===== config.mk =====
export PLATFORM = sky130hd
export DESIGN_NAME = i2c_slave_regs
export DESIGN_NICKNAME = d
export VERILOG_FILES = /design/src/rtl/i2c_slave_regs.sv
export SDC_FILE = /design/constraint.sdc
export NUM_CORES = 1
export LEC_CHECK = 0
export BUFFER_PORTS_ARGS = -buffer_cell sky130_fd_sc_hd__buf_2
export CAP_MARGIN = 20
export CELL_PAD_IN_SITES_DETAIL_PLACEMENT = 0
export CELL_PAD_IN_SITES_GLOBAL_PLACEMENT = 2
export CORE_MARGIN = 8
export CORE_UTILIZATION = 33
export DETAILED_ROUTE_END_ITERATION = 8
export GPL_ROUTABILITY_DRIVEN = 1
export PLACE_DENSITY = 0.72
export SETUP_SLACK_MARGIN = 0.02
export SKIP_CTS_REPAIR_TIMING = 1
export SYNTH_ARGS = -nofsm -noshare
export SYNTH_HDL_FRONTEND = slang
export SYNTH_SLANG_ARGS = --single-unit
export TNS_END_PERCENT = 20

===== constraint.sdc =====
create_clock -name wb_clk_i -period 5.2 [get_ports wb_clk_i]
set_input_delay 0.26 -clock wb_clk_i [delete_from_list [all_inputs] [get_ports wb_clk_i]]
set_output_delay 0.26 -clock wb_clk_i [all_outputs]
set_load 0.05 [all_outputs]

===== src/rtl/i2c_slave_regs.sv =====
`timescale 1ns/1ps
`default_nettype none
// ============================================================================
// Module      : i2c_slave_regs
// Description : I2C target exposing a 2**AW-byte register space through an
//               auto-incrementing pointer. SCL/SDA are oversampled on
//               wb_clk_i, glitch-filtered, and decoded into START/STOP and
//               data-bit events. No clock stretching.
// Revision    : 1.0 - initial release
// ============================================================================
module i2c_slave_regs #(
    parameter logic [6:0] SLV_ADDR = 7'h50,
    parameter int         AW       = 3,
    parameter int         FILTER   = 3
) (
    input  logic          wb_clk_i,
    input  logic          arst_i,
    input  logic          scl_pad_i,
    input  logic          sda_pad_i,
    output logic          scl_pad_o,
    output logic          scl_padoen_o,
    output logic          sda_pad_o,
    output logic          sda_padoen_o,
    output logic [AW-1:0] reg_adr_o,
    output logic [7:0]    reg_dat_o,
    output logic          reg_we_o,
    input  logic [7:0]    reg_dat_i,
    output logic          busy_o
);

    localparam int c_FILT_W = (FILTER > 1) ? $clog2(FILTER) : 1;

    typedef enum logic [2:0] {
        S_IDLE, S_ADDR, S_A_ACK, S_PTR, S_WDATA, S_TX, S_WAIT_STOP
    } state_t;

    // index 0 = SCL, index 1 = SDA
    logic [1:0] w_pad;
    logic [1:0] r_sync1;
    logic [1:0] r_sync2;
    logic [1:0] w_filt;
    logic [1:0] r_filt_d;

    assign w_pad = {sda_pad_i, scl_pad_i};

    // Two-stage synchroniser; idle bus level is high
    always_ff @(posedge wb_clk_i or posedge arst_i) begin
        if (arst_i) begin
            r_sync1 <= 2'b11;
            r_sync2 <= 2'b11;
        end else begin
            r_sync1 <= w_pad;
            r_sync2 <= r_sync1;
        end
    end

    for (genvar gi = 0; gi < 2; gi++) begin : g_filt
        logic                r_lvl;
        logic [c_FILT_W-1:0] r_cnt;

        // Accept a new level only after FILTER consecutive differing samples
        always_ff @(posedge wb_clk_i or posedge arst_i) begin
            if (arst_i) begin
                r_lvl <= 1'b1;
                r_cnt <= '0;
            end else if (r_sync2[gi] == r_lvl) begin
                r_cnt <= '0;
            end else if (r_cnt == c_FILT_W'(FILTER - 1)) begin
                r_lvl <= r_sync2[gi];
                r_cnt <= '0;
            end else begin
                r_cnt <= r_cnt + 1'b1;
            end
        end

        assign w_filt[gi] = r_lvl;
    end

    // Previous filtered levels for edge detection
    always_ff @(posedge wb_clk_i or posedge arst_i) begin
        if (arst_i) r_filt_d <= 2'b11;
        else        r_filt_d <= w_filt;
    end

    logic w_scl_rise, w_scl_fall, w_start, w_stop;
    assign w_scl_rise = w_filt[0] & ~r_filt_d[0];
    assign w_scl_fall = ~w_filt[0] & r_filt_d[0];
    assign w_start    = w_filt[0] & r_filt_d[0] & r_filt_d[1] & ~w_filt[1];
    assign w_stop     = w_filt[0] & r_filt_d[0] & ~r_filt_d[1] & w_filt[1];

    // Protocol state; r_bit counts SCL rises within a byte (9 = ACK phase)
    state_t        r_state, w_state_nxt;
    logic [3:0]    r_bit, w_bit_nxt;
    logic [7:0]    r_shift, w_shift_nxt;
    logic          r_oen, w_oen_nxt;
    logic          r_rw, w_rw_nxt;
    logic [AW-1:0] r_adr, w_adr_nxt;
    logic [7:0]    r_dat, w_dat_nxt;
    logic          r_we, w_we_nxt;

    // State and datapath registers; reset releases SDA immediately
    always_ff @(posedge wb_clk_i or posedge arst_i) begin
        if (arst_i) begin
            r_state <= S_IDLE;
            r_bit   <= '0;
            r_shift <= '0;
            r_oen   <= 1'b1;
            r_rw    <= 1'b0;
            r_adr   <= '0;
            r_dat   <= '0;
            r_we    <= 1'b0;
        end else begin
            r_state <= w_state_nxt;
            r_bit   <= w_bit_nxt;
            r_shift <= w_shift_nxt;
            r_oen   <= w_oen_nxt;
            r_rw    <= w_rw_nxt;
            r_adr   <= w_adr_nxt;
            r_dat   <= w_dat_nxt;
            r_we    <= w_we_nxt;
        end
    end

    // Next-state: bus START/STOP take priority over any bit activity
    always_comb begin
        w_state_nxt = r_state;
        w_bit_nxt   = r_bit;
        w_shift_nxt = r_shift;
        w_oen_nxt   = r_oen;
        w_rw_nxt    = r_rw;
        w_adr_nxt   = r_we ? r_adr + 1'b1 : r_adr;
        w_dat_nxt   = r_dat;
        w_we_nxt    = 1'b0;

        if (w_start) begin
            w_state_nxt = S_ADDR;
            w_bit_nxt   = '0;
            w_oen_nxt   = 1'b1;
        end else if (w_stop) begin
            w_state_nxt = S_IDLE;
            w_bit_nxt   = '0;
            w_oen_nxt   = 1'b1;
        end else begin
            case (r_state)
                S_ADDR, S_PTR, S_WDATA: begin
                    if (w_scl_rise) begin
                        if (r_bit < 4'd8) w_shift_nxt = {r_shift[6:0], w_filt[1]};
                        w_bit_nxt = r_bit + 1'b1;
                    end else if (w_scl_fall && r_bit == 4'd8) begin
                        if (r_state == S_ADDR) begin
                            if (r_shift[7:1] == SLV_ADDR) begin
                                w_state_nxt = S_A_ACK;
                                w_oen_nxt   = 1'b0;
                                w_rw_nxt    = r_shift[0];
                            end else begin
                                w_state_nxt = S_WAIT_STOP;
                            end
                        end else begin
                            w_oen_nxt = 1'b0;
                            if (r_state == S_PTR) begin
                                w_adr_nxt = r_shift[AW-1:0];
                            end else begin
                                w_dat_nxt = r_shift;
                                w_we_nxt  = 1'b1;
                            end
                        end
                    end else if (w_scl_fall && r_bit == 4'd9) begin
                        w_oen_nxt = 1'b1;
                        w_bit_nxt = '0;
                        if (r_state == S_PTR) w_state_nxt = S_WDATA;
                    end
                end
                S_A_ACK: begin
                    if (w_scl_fall) begin
                        w_bit_nxt = '0;
                        if (r_rw) begin
                            w_state_nxt = S_TX;
                            w_shift_nxt = reg_dat_i;
                            w_oen_nxt   = reg_dat_i[7];
                        end else begin
                            w_state_nxt = S_PTR;
                            w_oen_nxt   = 1'b1;
                        end
                    end
                end
                S_TX: begin
                    if (w_scl_rise) begin
                        w_bit_nxt = r_bit + 1'b1;
                        if (r_bit == 4'd8) begin
                            w_adr_nxt = r_adr + 1'b1;
                            if (w_filt[1]) w_state_nxt = S_WAIT_STOP;
                        end
                    end else if (w_scl_fall) begin
                        if (r_bit == 4'd9) begin
                            w_shift_nxt = reg_dat_i;
                            w_oen_nxt   = reg_dat_i[7];
                            w_bit_nxt   = '0;
                        end else if (r_bit == 4'd8) begin
                            w_oen_nxt = 1'b1;
                        end else if (r_bit != 4'd0) begin
                            w_oen_nxt   = r_shift[6];
                            w_shift_nxt = {r_shift[6:0], 1'b0};
                        end
                    end
                end
                default: begin
                    w_oen_nxt = 1'b1;
                end
            endcase
        end
    end

    assign scl_pad_o    = 1'b0;
    assign scl_padoen_o = 1'b1;
    assign sda_pad_o    = 1'b0;
    assign sda_padoen_o = r_oen;
    assign reg_adr_o    = r_adr;
    assign reg_dat_o    = r_dat;
    assign reg_we_o     = r_we;
    assign busy_o       = (r_state != S_IDLE);

endmodule
`default_nettype wire


==> flow_metrics.env, run 1 <==
export IMPL_fp_dieH_um=104
export IMPL_synth_yosys_warnings=0
export IMPL_place_congestion=0.844
export IMPL_clk_insertion_delay_late_ps=290
export IMPL_endpoint_kind="flop"
export IMPL_vias_per_cell=5.20
export IMPL_most_numerous_cell_in_the_yosys_netlist="sky130_fd_sc_hd__dfrtp_1"
export IMPL_fp_row_count=32
export IMPL_clk_path_buf_depth=2
export IMPL_fmaxAchievable_mhz=415
export IMPL_edff_count_synth=0
export IMPL_grt_pass1_vias=2005
export IMPL_finalMaxSlewViolations=0
export IMPL_ys_seq_elements=41
export IMPL_synthArstFlopShare_pct=100
export IMPL_power_share_sequential_pct=37.4
export IMPL_critical_path_cell_list="inv_1 -> ha_1 -> and2b_2 -> o311a_1 -> o21ai_1 -> a21oi_2 -> mux2_2"
export IMPL_area_contributors_post_synth="sky130_fd_sc_hd__dfrtp_1, sky130_fd_sc_hd__mux2_2, sky130_fd_sc_hd__dfstp_2"
export IMPL_grt_first_pass_wirelength_um=10300
export IMPL_effective_utilization_at_floorplan_pct=33.4
export IMPL_finalHoldViolations=0
export IMPL_rsz_0062_raised_after_global_routing="no"
export IMPL_worst_slew_pin_slew_ps=748
export IMPL_grt_start_max_net_pins=42
export IMPL_grt_overflow_total=0
export IMPL_die_w_um=104
export IMPL_post_route_cell_area_um2=2850
export IMPL_synth_area_leader_cell="sky130_fd_sc_hd__dfrtp_1"
export IMPL_synthXorXnorAreaFrac_pct=2.07
export IMPL_tritoncts_clock_tree="done"
export IMPL_synth_compound_gate_area_share_pct=17.4
export IMPL_total_cell_area_at_the_placement_stage_um2=2710
export IMPL_cts_sink_count=41
export IMPL_dr_total_vias=1946
export IMPL_crit_reg2reg_launch="r_filt_d[0]$_DFF_PP1_"
export IMPL_clock_tree_htree_level_count=2
export IMPL_synth_area_mux_share_pct=12.4
export IMPL_tritoncts_num_buffers=5
export IMPL_cp_slowest_cell="sky130_fd_sc_hd__dfstp_2"
export IMPL_max_vdd_ir_drop_mv=0.159
export IMPL_fin_nets=290
export IMPL_pwr_density_cell_nw_per_um2=482
export IMPL_hold_path_cell_count=1
export IMPL_netlist_area_leader_share_pct=31.5
export IMPL_yosys_area_share_adder_pct=3.45
export IMPL_initialDrtViolationCount=210
export IMPL_min_to="r_sync1[1]$_DFF_PP1_"
export IMPL_drcViolationCount=0
export IMPL_rr_worst_depth=7
export IMPL_critical_path_startpoint_type="flop"
export IMPL_critical_path_required_ps=5380
export IMPL_clock_tree_root_cell="sky130_fd_sc_hd__clkbuf_8"
export IMPL_setup_violations=0
export IMPL_critical_path_top_delay_family="compound AO/OA/AOI/OAI gates"
export IMPL_synth_commonest_cells="sky130_fd_sc_hd__dfrtp_1, sky130_fd_sc_hd__mux2_2, sky130_fd_sc_hd__a21oi_1, sky130_fd_sc_hd__nand2_1, sky130_fd_sc_hd__nor2_1"
export IMPL_status="completed"
export IMPL_worst_clock_skew_ps=3.74
export IMPL_r2r_end="r_shift[3]$_DFFE_PP0P_"
export IMPL_grt_antenna_before_repair=0
export IMPL_final_util_pct=37.4
export IMPL_distinct_cells_synth=66
export IMPL_totalWireLength_um=5980
export IMPL_power_net_switching_uw=527
export IMPL_pwr_share_clk_pct=22.3
export IMPL_post_route_cells_drive_above_1_share_pct=29.8
export IMPL_antenna_diode_count=0
export IMPL_floorplan_die_area_um2=10800
export IMPL_wl_per_cell_um=16.0
export IMPL_post_synth_cell_area_avg_um2=10.0
export IMPL_worstPathMaxFanout=8
export IMPL_first_pass_iters=4
export IMPL_fin_worst_hold_slack_ps=61.6
export IMPL_ioPinCount=29
export IMPL_worst_path_buf_inv=1
export IMPL_ys_dominant_reg_cell="sky130_fd_sc_hd__dfrtp_1"
export IMPL_slew_headroom_pct=50.1
export IMPL_core_area_um2=7610
export IMPL_place_port_buffers=25
export IMPL_flow_area_growth_from_synthesis_pct=12.1
export IMPL_max_cap_viol_count=0
export IMPL_route_antenna_remaining_nets=0
export IMPL_cpPeakStageDelay_ps=550
export IMPL_synthesis_instances=253
export IMPL_setup_worst_path_class="flop to flop"
export IMPL_synth_seq_area_share_pct=40.9
export IMPL_clkTransAtPathRegs_ps=80
export IMPL_synth_simple_area_share_pct=18.0
export IMPL_grt_usage_pct=11.3
export IMPL_holdCritPathClass="primary input to flop"
export IMPL_final_min_clock_period_ps=2410
export IMPL_power_share_combinational_pct=40.3
export IMPL_p_leak_nw=1.29
export IMPL_setup_total_negative_slack_ps=0
export IMPL_power_share_switching_pct=38.4
export IMPL_finalCritPeriodShare_pct=46.4
export IMPL_dp_hpwl_um=4280
export IMPL_setup_slack_on_the_worst_flop_to_flop_path_ps=2790
export IMPL_main_combinational_cell_family_by_area_after_synthesis="simple AND/OR/NAND/NOR gates"
export IMPL_intPower_uw=846
export IMPL_post_synth_instance_area_um2=2540
export IMPL_hold_path_startpoint="sda_pad_i"
export IMPL_critPathArrivalTime_ps=2590
-- worst reg2reg max path: stages (launching register included) --
cell and delay (ps):
sky130_fd_sc_hd__dfstp_2 550, sky130_fd_sc_hd__inv_1 40, sky130_fd_sc_hd__ha_1 290, sky130_fd_sc_hd__and2b_2 330, sky130_fd_sc_hd__o311a_1 180, sky130_fd_sc_hd__o21ai_1 70
sky130_fd_sc_hd__a21oi_2 440, sky130_fd_sc_hd__mux2_2 390
-- cell families after synthesis --
family	after synthesis
and+or+nand+nor	79
AOI/OAI and AO/OA	62
DFF	41
muxes	28
buffers and inverters	28
adders and majority gates	7
xor gates and xnor gates	6
other	2
-- per-stage QoR --
step / instances / setup WS (ps) / power (mW)
6_report: 374 / 2790 / 1.37
2_1_floorplan: 254 / 3020 / 0.946
4_1_cts: 374 / 2780 / 1.39
5_1_grt: 374 / 2630 / 1.47
3_3_place_gp: 366 / 2760 / 1.08
3_5_place_dp: 366 / 2810 / 1.07
-- how the worst max path moves through the flow --
stage	cells after the start	slack (ps)	to	startpoint
2_1_floorplan	8	3020	r_shift[1]$_DFFE_PP0P_	r_filt_d[0]$_DFF_PP1_
3_3_place_gp	6	2760	r_state[0]$_DFFE_PP0P_	r_filt_d[0]$_DFF_PP1_
3_5_place_dp	7	2810	r_shift[3]$_DFFE_PP0P_	r_filt_d[0]$_DFF_PP1_
4_1_cts	7	2780	r_shift[3]$_DFFE_PP0P_	r_filt_d[0]$_DFF_PP1_
5_1_grt	4	2630	r_shift[1]$_DFFE_PP0P_	r_state[2]$_DFFE_PP0P_
6_report	7	2790	r_shift[3]$_DFFE_PP0P_	r_filt_d[0]$_DFF_PP1_
-- power groups by stage --
stage | Sequential, mW | Combinational (mW) | Clock [mW]
3_5_place_dp | 0.519 | 0.553 | 0
5_1_grt | 0.530 | 0.613 | 0.328
4_1_cts | 0.513 | 0.556 | 0.319
2_1_floorplan | 0.477 | 0.469 | 0
3_3_place_gp | 0.518 | 0.559 | 0
6_report | 0.513 | 0.553 | 0.306
-- registers in the layout, summed over array words and instances (netlist names), 2 cells and up --
register and count:
r_state 3, g_filt.r_lvl 2, r_filt_d 2, r_sync1 2, reg_dat_o 8, r_bit 4, r_shift 8, g_filt.r_cnt 4
r_sync2 2, reg_adr_o 3
-- final cells by class --
| class | instances | area [um^2] |
|---|---|---|
| tap | 102 | 128 |
| multi-input combinational | 185 | 1370 |
| clock buffer | 5 | 68.8 |
| sequential | 41 | 1040 |
| timing repair buffer | 27 | 140 |
| fill | 817 | 4760 |
| inverter | 11 | 41.3 |
| clock inverter | 3 | 65.1 |
-- cell usage in the layout, fill, tap and decap left out, types with 5 or more instances in the layout --
cell	instances
sky130_fd_sc_hd__a21oi_1	14
sky130_fd_sc_hd__buf_2	25
sky130_fd_sc_hd__clkbuf_8	5
sky130_fd_sc_hd__dfrtp_1	32
sky130_fd_sc_hd__dfstp_2	9
sky130_fd_sc_hd__ha_1	7
sky130_fd_sc_hd__inv_1	11
sky130_fd_sc_hd__mux2_2	24
sky130_fd_sc_hd__nand2_1	14
sky130_fd_sc_hd__nand2b_1	5
sky130_fd_sc_hd__nand3_1	8
sky130_fd_sc_hd__nor2_1	12
sky130_fd_sc_hd__nor2b_1	6
sky130_fd_sc_hd__nor3_1	5
sky130_fd_sc_hd__o21ai_0	7
sky130_fd_sc_hd__o22ai_1	6
-- per-layer routing --
metal	track usage, %	wire (um)
met1	15.7	2950
met5	0	0
met2	17.5	2720
met4	2.79	42
met3	2.17	266
Power figures use the tool's default switching activity.
==> run 2: changes to the inputs <==
PLACE_DENSITY = 0.75   (was 0.72)
clock period = 2.01 ns   (was 5.2 ns; I/O delays follow)
==> run 2 against run 1 <==
The flow now finishes with violations (setup timing). Sequential share of layout area decreased by 5.6 points. Core utilization grew 6.9 points. Die area stayed put. Register-to-register slack worse by 2900 ps. Count of clock-buffer cells in the layout did not move. Worst setup slack worse by 2900 ps. Maximum frequency rose by 15%. Flip-flop and latch count unchanged. Global-route usage is 1.1 points higher. Clock power rose to 2.7 times the previous value. Critical path type unchanged. Critical endpoint unchanged. Largest power group unchanged.
==> flow_metrics.env, run 2 (synthesized netlist as in run 1, its figures left out) <==
export IMPL_cts_sink_count=41
export IMPL_cp_slowest_cell="sky130_fd_sc_hd__dfstp_2"
export IMPL_post_route_cell_area_um2=3370
export IMPL_core_area_um2=7610
export IMPL_drcViolationCount=0
export IMPL_p_leak_nw=1.58
export IMPL_tritoncts_num_buffers=5
export IMPL_initialDrtViolationCount=103
export IMPL_worstPathMaxFanout=8
export IMPL_rsz_0062_raised_after_global_routing="yes"
export IMPL_route_antenna_remaining_nets=0
export IMPL_place_congestion=0.851
export IMPL_die_w_um=104
export IMPL_totalWireLength_um=6870
export IMPL_status="finished with violations"
export IMPL_finalCritPeriodShare_pct=105
export IMPL_antenna_diode_count=0
export IMPL_finalPower_mw=4.23
export IMPL_effective_utilization_at_floorplan_pct=33.4
export IMPL_worst_slew_pin_slew_ps=777
export IMPL_slew_headroom_pct=47.9
export IMPL_critical_path_startpoint_type="flop"
export IMPL_rr_worst_depth=8
export IMPL_fmaxAchievable_mhz=476
export IMPL_max_cap_viol_count=0
export IMPL_setup_ws_ps=-91.0
export IMPL_number_of_filler_cells_placed_in_the_layout=760
export IMPL_pwr_density_cell_nw_per_um2=1260
export IMPL_fin_nets=343
export IMPL_total_cell_area_at_the_placement_stage_um2=3110
export IMPL_max_vdd_ir_drop_mv=0.471
export IMPL_final_instance_count_excl_fill=427
export IMPL_fp_dieH_um=104
export IMPL_grt_pass1_vias=2207
export IMPL_clock_tree_htree_level_count=2
export IMPL_final_min_clock_period_ps=2100
export IMPL_clkTransAtPathRegs_ps=80
export IMPL_most_common_cell_after_layout_fill_and_taps_aside="sky130_fd_sc_hd__buf_4"
export IMPL_holdCritPathClass="primary input to flop"
export IMPL_power_net_switching_mw=1.58
export IMPL_critPathArrivalTime_ps=2300
export IMPL_grt_antenna_before_repair=0
export IMPL_dp_hpwl_um=5000
export IMPL_floorplan_die_area_um2=10800
export IMPL_place_port_buffers=25
export IMPL_grt_usage_pct=12.4
export IMPL_fp_row_count=32
export IMPL_dr_total_vias=2189
export IMPL_power_share_switching_pct=37.2
export IMPL_clk_insertion_delay_late_ps=300
export IMPL_commonest_cells_after_routing_fill_and_taps_aside="sky130_fd_sc_hd__buf_4, sky130_fd_sc_hd__dfrtp_1, sky130_fd_sc_hd__buf_2"
export IMPL_vias_per_cell=5.13
export IMPL_critical_path_cell_list="inv_2 -> ha_4 -> and2b_2 -> o311a_1 -> o21ai_2 -> a21oi_4 -> buf_12 -> mux2_2"
export IMPL_grt_overflow_total=0
export IMPL_worst_clock_skew_ps=5.28
export IMPL_power_share_sequential_pct=30.3
export IMPL_hold_path_cell_count=3
export IMPL_grt_start_max_net_pins=22
export IMPL_inst_count_dp=414
export IMPL_setup_total_negative_slack_ps=-937
export IMPL_cpPeakStageDelay_ps=590
export IMPL_flow_area_growth_from_synthesis_pct=32.8
export IMPL_ioPinCount=29
export IMPL_intPower_mw=2.66
export IMPL_pwr_share_clk_pct=19.3
export IMPL_finalMaxSlewViolations=0
export IMPL_power_share_combinational_pct=50.5
export IMPL_first_pass_iters=4
export IMPL_failing_checks="setup timing"
export IMPL_wl_per_cell_um=16.1
export IMPL_finalHoldViolations=0
export IMPL_setup_slack_on_the_worst_flop_to_flop_path_ps=-90
export IMPL_clk_path_buf_depth=2
export IMPL_post_route_cells_drive_above_1_share_pct=44.9
export IMPL_setup_worst_path_class="flop to flop"
export IMPL_grt_first_pass_wirelength_um=11100
export IMPL_tritoncts_clock_tree="done"
export IMPL_setup_violations=20
export IMPL_clock_tree_root_cell="sky130_fd_sc_hd__clkbuf_8"
export IMPL_critical_path_required_ps=2200
export IMPL_endpoint_kind="flop"
## run 2: final timing paths
| path | startpoint | end |
|---|---|---|
| worst max register to register | r_filt_d[0]$_DFF_PP1_ | r_shift[3]$_DFFE_PP0P_ |
| worst min-delay path | reg_dat_i[2] | r_shift[2]$_DFFE_PP0P_ |
| max in group asynchronous | arst_i | r_sync2[0]$_DFF_PP1_ |
| worst min register to register | r_sync1[0]$_DFF_PP1_ | r_sync2[0]$_DFF_PP1_ |
| min in group asynchronous | arst_i | g_filt[1].r_cnt[1]$_DFF_PP0_ |
| worst max-delay path | r_filt_d[0]$_DFF_PP1_ | r_shift[3]$_DFFE_PP0P_ |
## run 2: layout make-up
type	instances	area [um^2]	share of cell area, %
clock buffer	5	68.8	2.04
clock inverter	3	65.1	1.93
inverter	11	41.3	1.22
multi-input combinational	186	1480	43.9
sequential	41	1040	30.8
tap	102	128	3.78
timing repair buffer	79	551	16.3
## run 2: power by group through the flow
stage / registers (mW) / logic (mW) / clock network (mW)
2_1_floorplan: 1.24 / 1.27 / 0
3_3_place_gp: 1.27 / 2.01 / 0
3_5_place_dp: 1.28 / 2.02 / 0
4_1_cts: 1.26 / 2.03 / 0.832
5_1_grt: 1.32 / 2.34 / 0.866
6_report: 1.28 / 2.14 / 0.816
## run 2: worst max-delay path, delay by kind of cell (launching register included)
family	cells	cell delay, ps
AOI/OAI and AO/OA	3	450
adders and majority gates	1	160
buffers and inverters	2	210
DFF	1	590
muxes	1	320
and+or+nand+nor	1	270
## run 2: metrics by stage
stage | util (%) | hold WS (ps) | setup slack, ps
final | 44.3 | 150 | -91.0
after global placement | 40.8 | 183 | -134
after floorplan | - | 105 | -84.0
after global routing | 44.3 | 145 | -175
after CTS | 42.6 | -144 | -178
after detailed placement | 40.8 | 183 | -166
## run 2: routing by layer
metal,share of wire [%],up-vias,global-route usage (%)
met2,46,43,19.8
met1,49,1072,16.6
met5,0,-,0
met3,3.4,7,2.54
li1,-,1067,-
met4,0.84,0,3.00
==> run 3: changes to the inputs <==
CORE_UTILIZATION = 30   (was 33)
PLACE_DENSITY = 0.7   (was 0.75)
==> run 3 against run 2 <==
The flow still finishes with violations (setup timing). Critical endpoint is now r_shift[5]$_DFFE_PP0P_. Largest cell class unchanged. Clock power shrank 13%. Via count grew 0.73%. Sequential power is essentially flat. Critical path type unchanged. Worst hold slack lost 5.3 ps.
==> flow_metrics.env, run 3 (synthesized netlist as in run 1, its figures left out) <==
export IMPL_tritoncts_clock_tree="done"
export IMPL_core_area_um2=8220
export IMPL_ioPinCount=29
export IMPL_dr_total_vias=2205
export IMPL_wirelength_met1_um=3210
export IMPL_critical_path_top_delay_family="flip-flops"
export IMPL_p_leak_nw=1.58
export IMPL_clkTransAtPathRegs_ps=100
export IMPL_setup_worst_path_class="flop to flop"
export IMPL_effective_utilization_at_floorplan_pct=30.9
export IMPL_setup_violations=20
export IMPL_commonest_cells_after_routing_fill_and_taps_aside="sky130_fd_sc_hd__buf_4, sky130_fd_sc_hd__dfrtp_1, sky130_fd_sc_hd__buf_2"
export IMPL_power_net_switching_mw=1.64
export IMPL_clk_insertion_delay_late_ps=310
export IMPL_cp_slowest_cell="sky130_fd_sc_hd__dfstp_2"
export IMPL_post_route_cells_drive_above_1_share_pct=44.6
export IMPL_cts_sink_count=41
export IMPL_grt_overflow_total=0
export IMPL_endpoint_kind="flop"
export IMPL_worst_clock_skew_ps=12.5
export IMPL_place_port_buffers=25
export IMPL_final_min_clock_period_ps=2120
export IMPL_power_share_combinational_pct=53.3
export IMPL_place_congestion=0.880
export IMPL_worst_path_buf_inv=2
export IMPL_tritoncts_num_buffers=5
export IMPL_wl_per_cell_um=16.2
export IMPL_clk_path_buf_depth=2
export IMPL_max_cap_viol_count=0
export IMPL_met3RoutedLength_um=325
export IMPL_drcViolationCount=0
export IMPL_fmaxAchievable_mhz=471
export IMPL_worst_slew_pin_slew_ps=730
export IMPL_clock_tree_root_cell="sky130_fd_sc_hd__clkbuf_8"
export IMPL_fp_dieH_um=108
export IMPL_holdCritPathClass="primary input to flop"
export IMPL_highest_layer="met4"
export IMPL_status="finished with violations"
export IMPL_grt_antenna_before_repair=0
export IMPL_finalCritPeriodShare_pct=106
export IMPL_antenna_diode_count=0
export IMPL_dp_hpwl_um=5150
export IMPL_finalHoldViolations=0
export IMPL_setup_ws_ps=-112
export IMPL_grt_start_max_net_pins=25
export IMPL_slew_headroom_pct=51.1
export IMPL_critical_path_required_ps=2210
export IMPL_critical_path_cell_list="inv_2 -> ha_4 -> and2b_2 -> o311a_1 -> o21ai_2 -> a21oi_4 -> buf_12 -> mux2_4"
export IMPL_setup_total_negative_slack_ps=-1380
export IMPL_pwr_share_clk_pct=16.8
export IMPL_failing_checks="setup timing"
export IMPL_grt_pass1_vias=2256
export IMPL_power_share_switching_pct=38.7
export IMPL_worstPathMaxFanout=8
export IMPL_fin_nets=345
export IMPL_most_common_cell_after_layout_fill_and_taps_aside="sky130_fd_sc_hd__buf_4"
export IMPL_intPower_mw=2.60
export IMPL_route_antenna_remaining_nets=0
export IMPL_setup_slack_on_the_worst_flop_to_flop_path_ps=-110
export IMPL_totalWireLength_um=6990
export IMPL_fp_row_count=33
export IMPL_vias_per_cell=5.10
export IMPL_finalMaxSlewViolations=0
export IMPL_rsz_0062_raised_after_global_routing="yes"
export IMPL_first_pass_iters=4
export IMPL_grt_usage_pct=11.9
export IMPL_floorplan_die_area_um2=11700
export IMPL_pwr_density_cell_nw_per_um2=1240
export IMPL_critical_path_startpoint_type="flop"
export IMPL_met2WireLength_um=3390
export IMPL_cpPeakStageDelay_ps=610
export IMPL_grt_first_pass_wirelength_um=11200
export IMPL_initialDrtViolationCount=136
export IMPL_flow_area_growth_from_synthesis_pct=35.0
export IMPL_die_w_um=108
export IMPL_critPathArrivalTime_ps=2320
export IMPL_power_share_sequential_pct=29.9
export IMPL_clock_tree_htree_level_count=2
export IMPL_final_util_pct=41.7
export IMPL_max_vdd_ir_drop_mv=0.439
==> run 3: cell type report <==
cell class / count / area, um^2
well taps: 105 / 131
multi-input cells: 185 / 1500
fillers: 820 / 4790
inverters: 11 / 41.3
clock buffers: 5 / 68.8
repair buffers: 82 / 602
clock inverters: 3 / 46.3
flip-flops and latches: 41 / 1040
==> run 3: worst min-delay path: stages <==
cell                     delay [ps]
sky130_fd_sc_hd__buf_2           70
sky130_fd_sc_hd__mux2_2         130
sky130_fd_sc_hd__mux2_4         130
==> run 3: per-layer routing <==
layer	global-route usage, %	vias up
li1	-	1067
met1	15.7	1079
met2	19.0	53
met3	2.97	6
met4	3.37	0
met5	0	-
==> run 3: worst paths after layout <==
| kind | from | to | cells after the start |
|---|---|---|---|
| setup / recovery | r_filt_d[0]$_DFF_PP1_ | r_shift[5]$_DFFE_PP0P_ | 8 |
| hold / removal | reg_dat_i[4] | r_shift[4]$_DFFE_PP0P_ | 3 |
| setup reg to reg | r_filt_d[0]$_DFF_PP1_ | r_shift[5]$_DFFE_PP0P_ | 8 |
| hold reg to reg | r_sync1[1]$_DFF_PP1_ | r_sync2[1]$_DFF_PP1_ | 0 |
| max in group asynchronous | arst_i | r_sync1[0]$_DFF_PP1_ | 4 |
| min in group asynchronous | arst_i | r_shift[0]$_DFFE_PP0P_ | 3 |
==> run 3: per-stage QoR <==
| step | hold slack (ps) | setup WS (ps) | cells | instance area (um^2) | total power, mW |
|---|---|---|---|---|---|
| after floorplan | 105 | -84.0 | 254 | 2570 | 2.51 |
| after CTS | -169 | -130 | 425 | 3240 | 3.98 |
| final | 145 | -112 | 432 | 3430 | 4.24 |
| after detailed placement | 176 | -122 | 417 | 3120 | 3.26 |
| after global placement | 186 | -115 | 417 | 3120 | 3.26 |
| after global routing | 148 | -167 | 432 | 3430 | 4.53 |
==> run 3: power groups by stage <==
stage               registers [mW]  clock network, mW  logic, mW
CTS                           1.25              0.731       2.01
global route                  1.29              0.757       2.48
detailed placement            1.26                  0       1.99
finish                        1.27              0.713       2.26
global placement              1.26                  0       2.00
floorplan                     1.24                  0       1.27
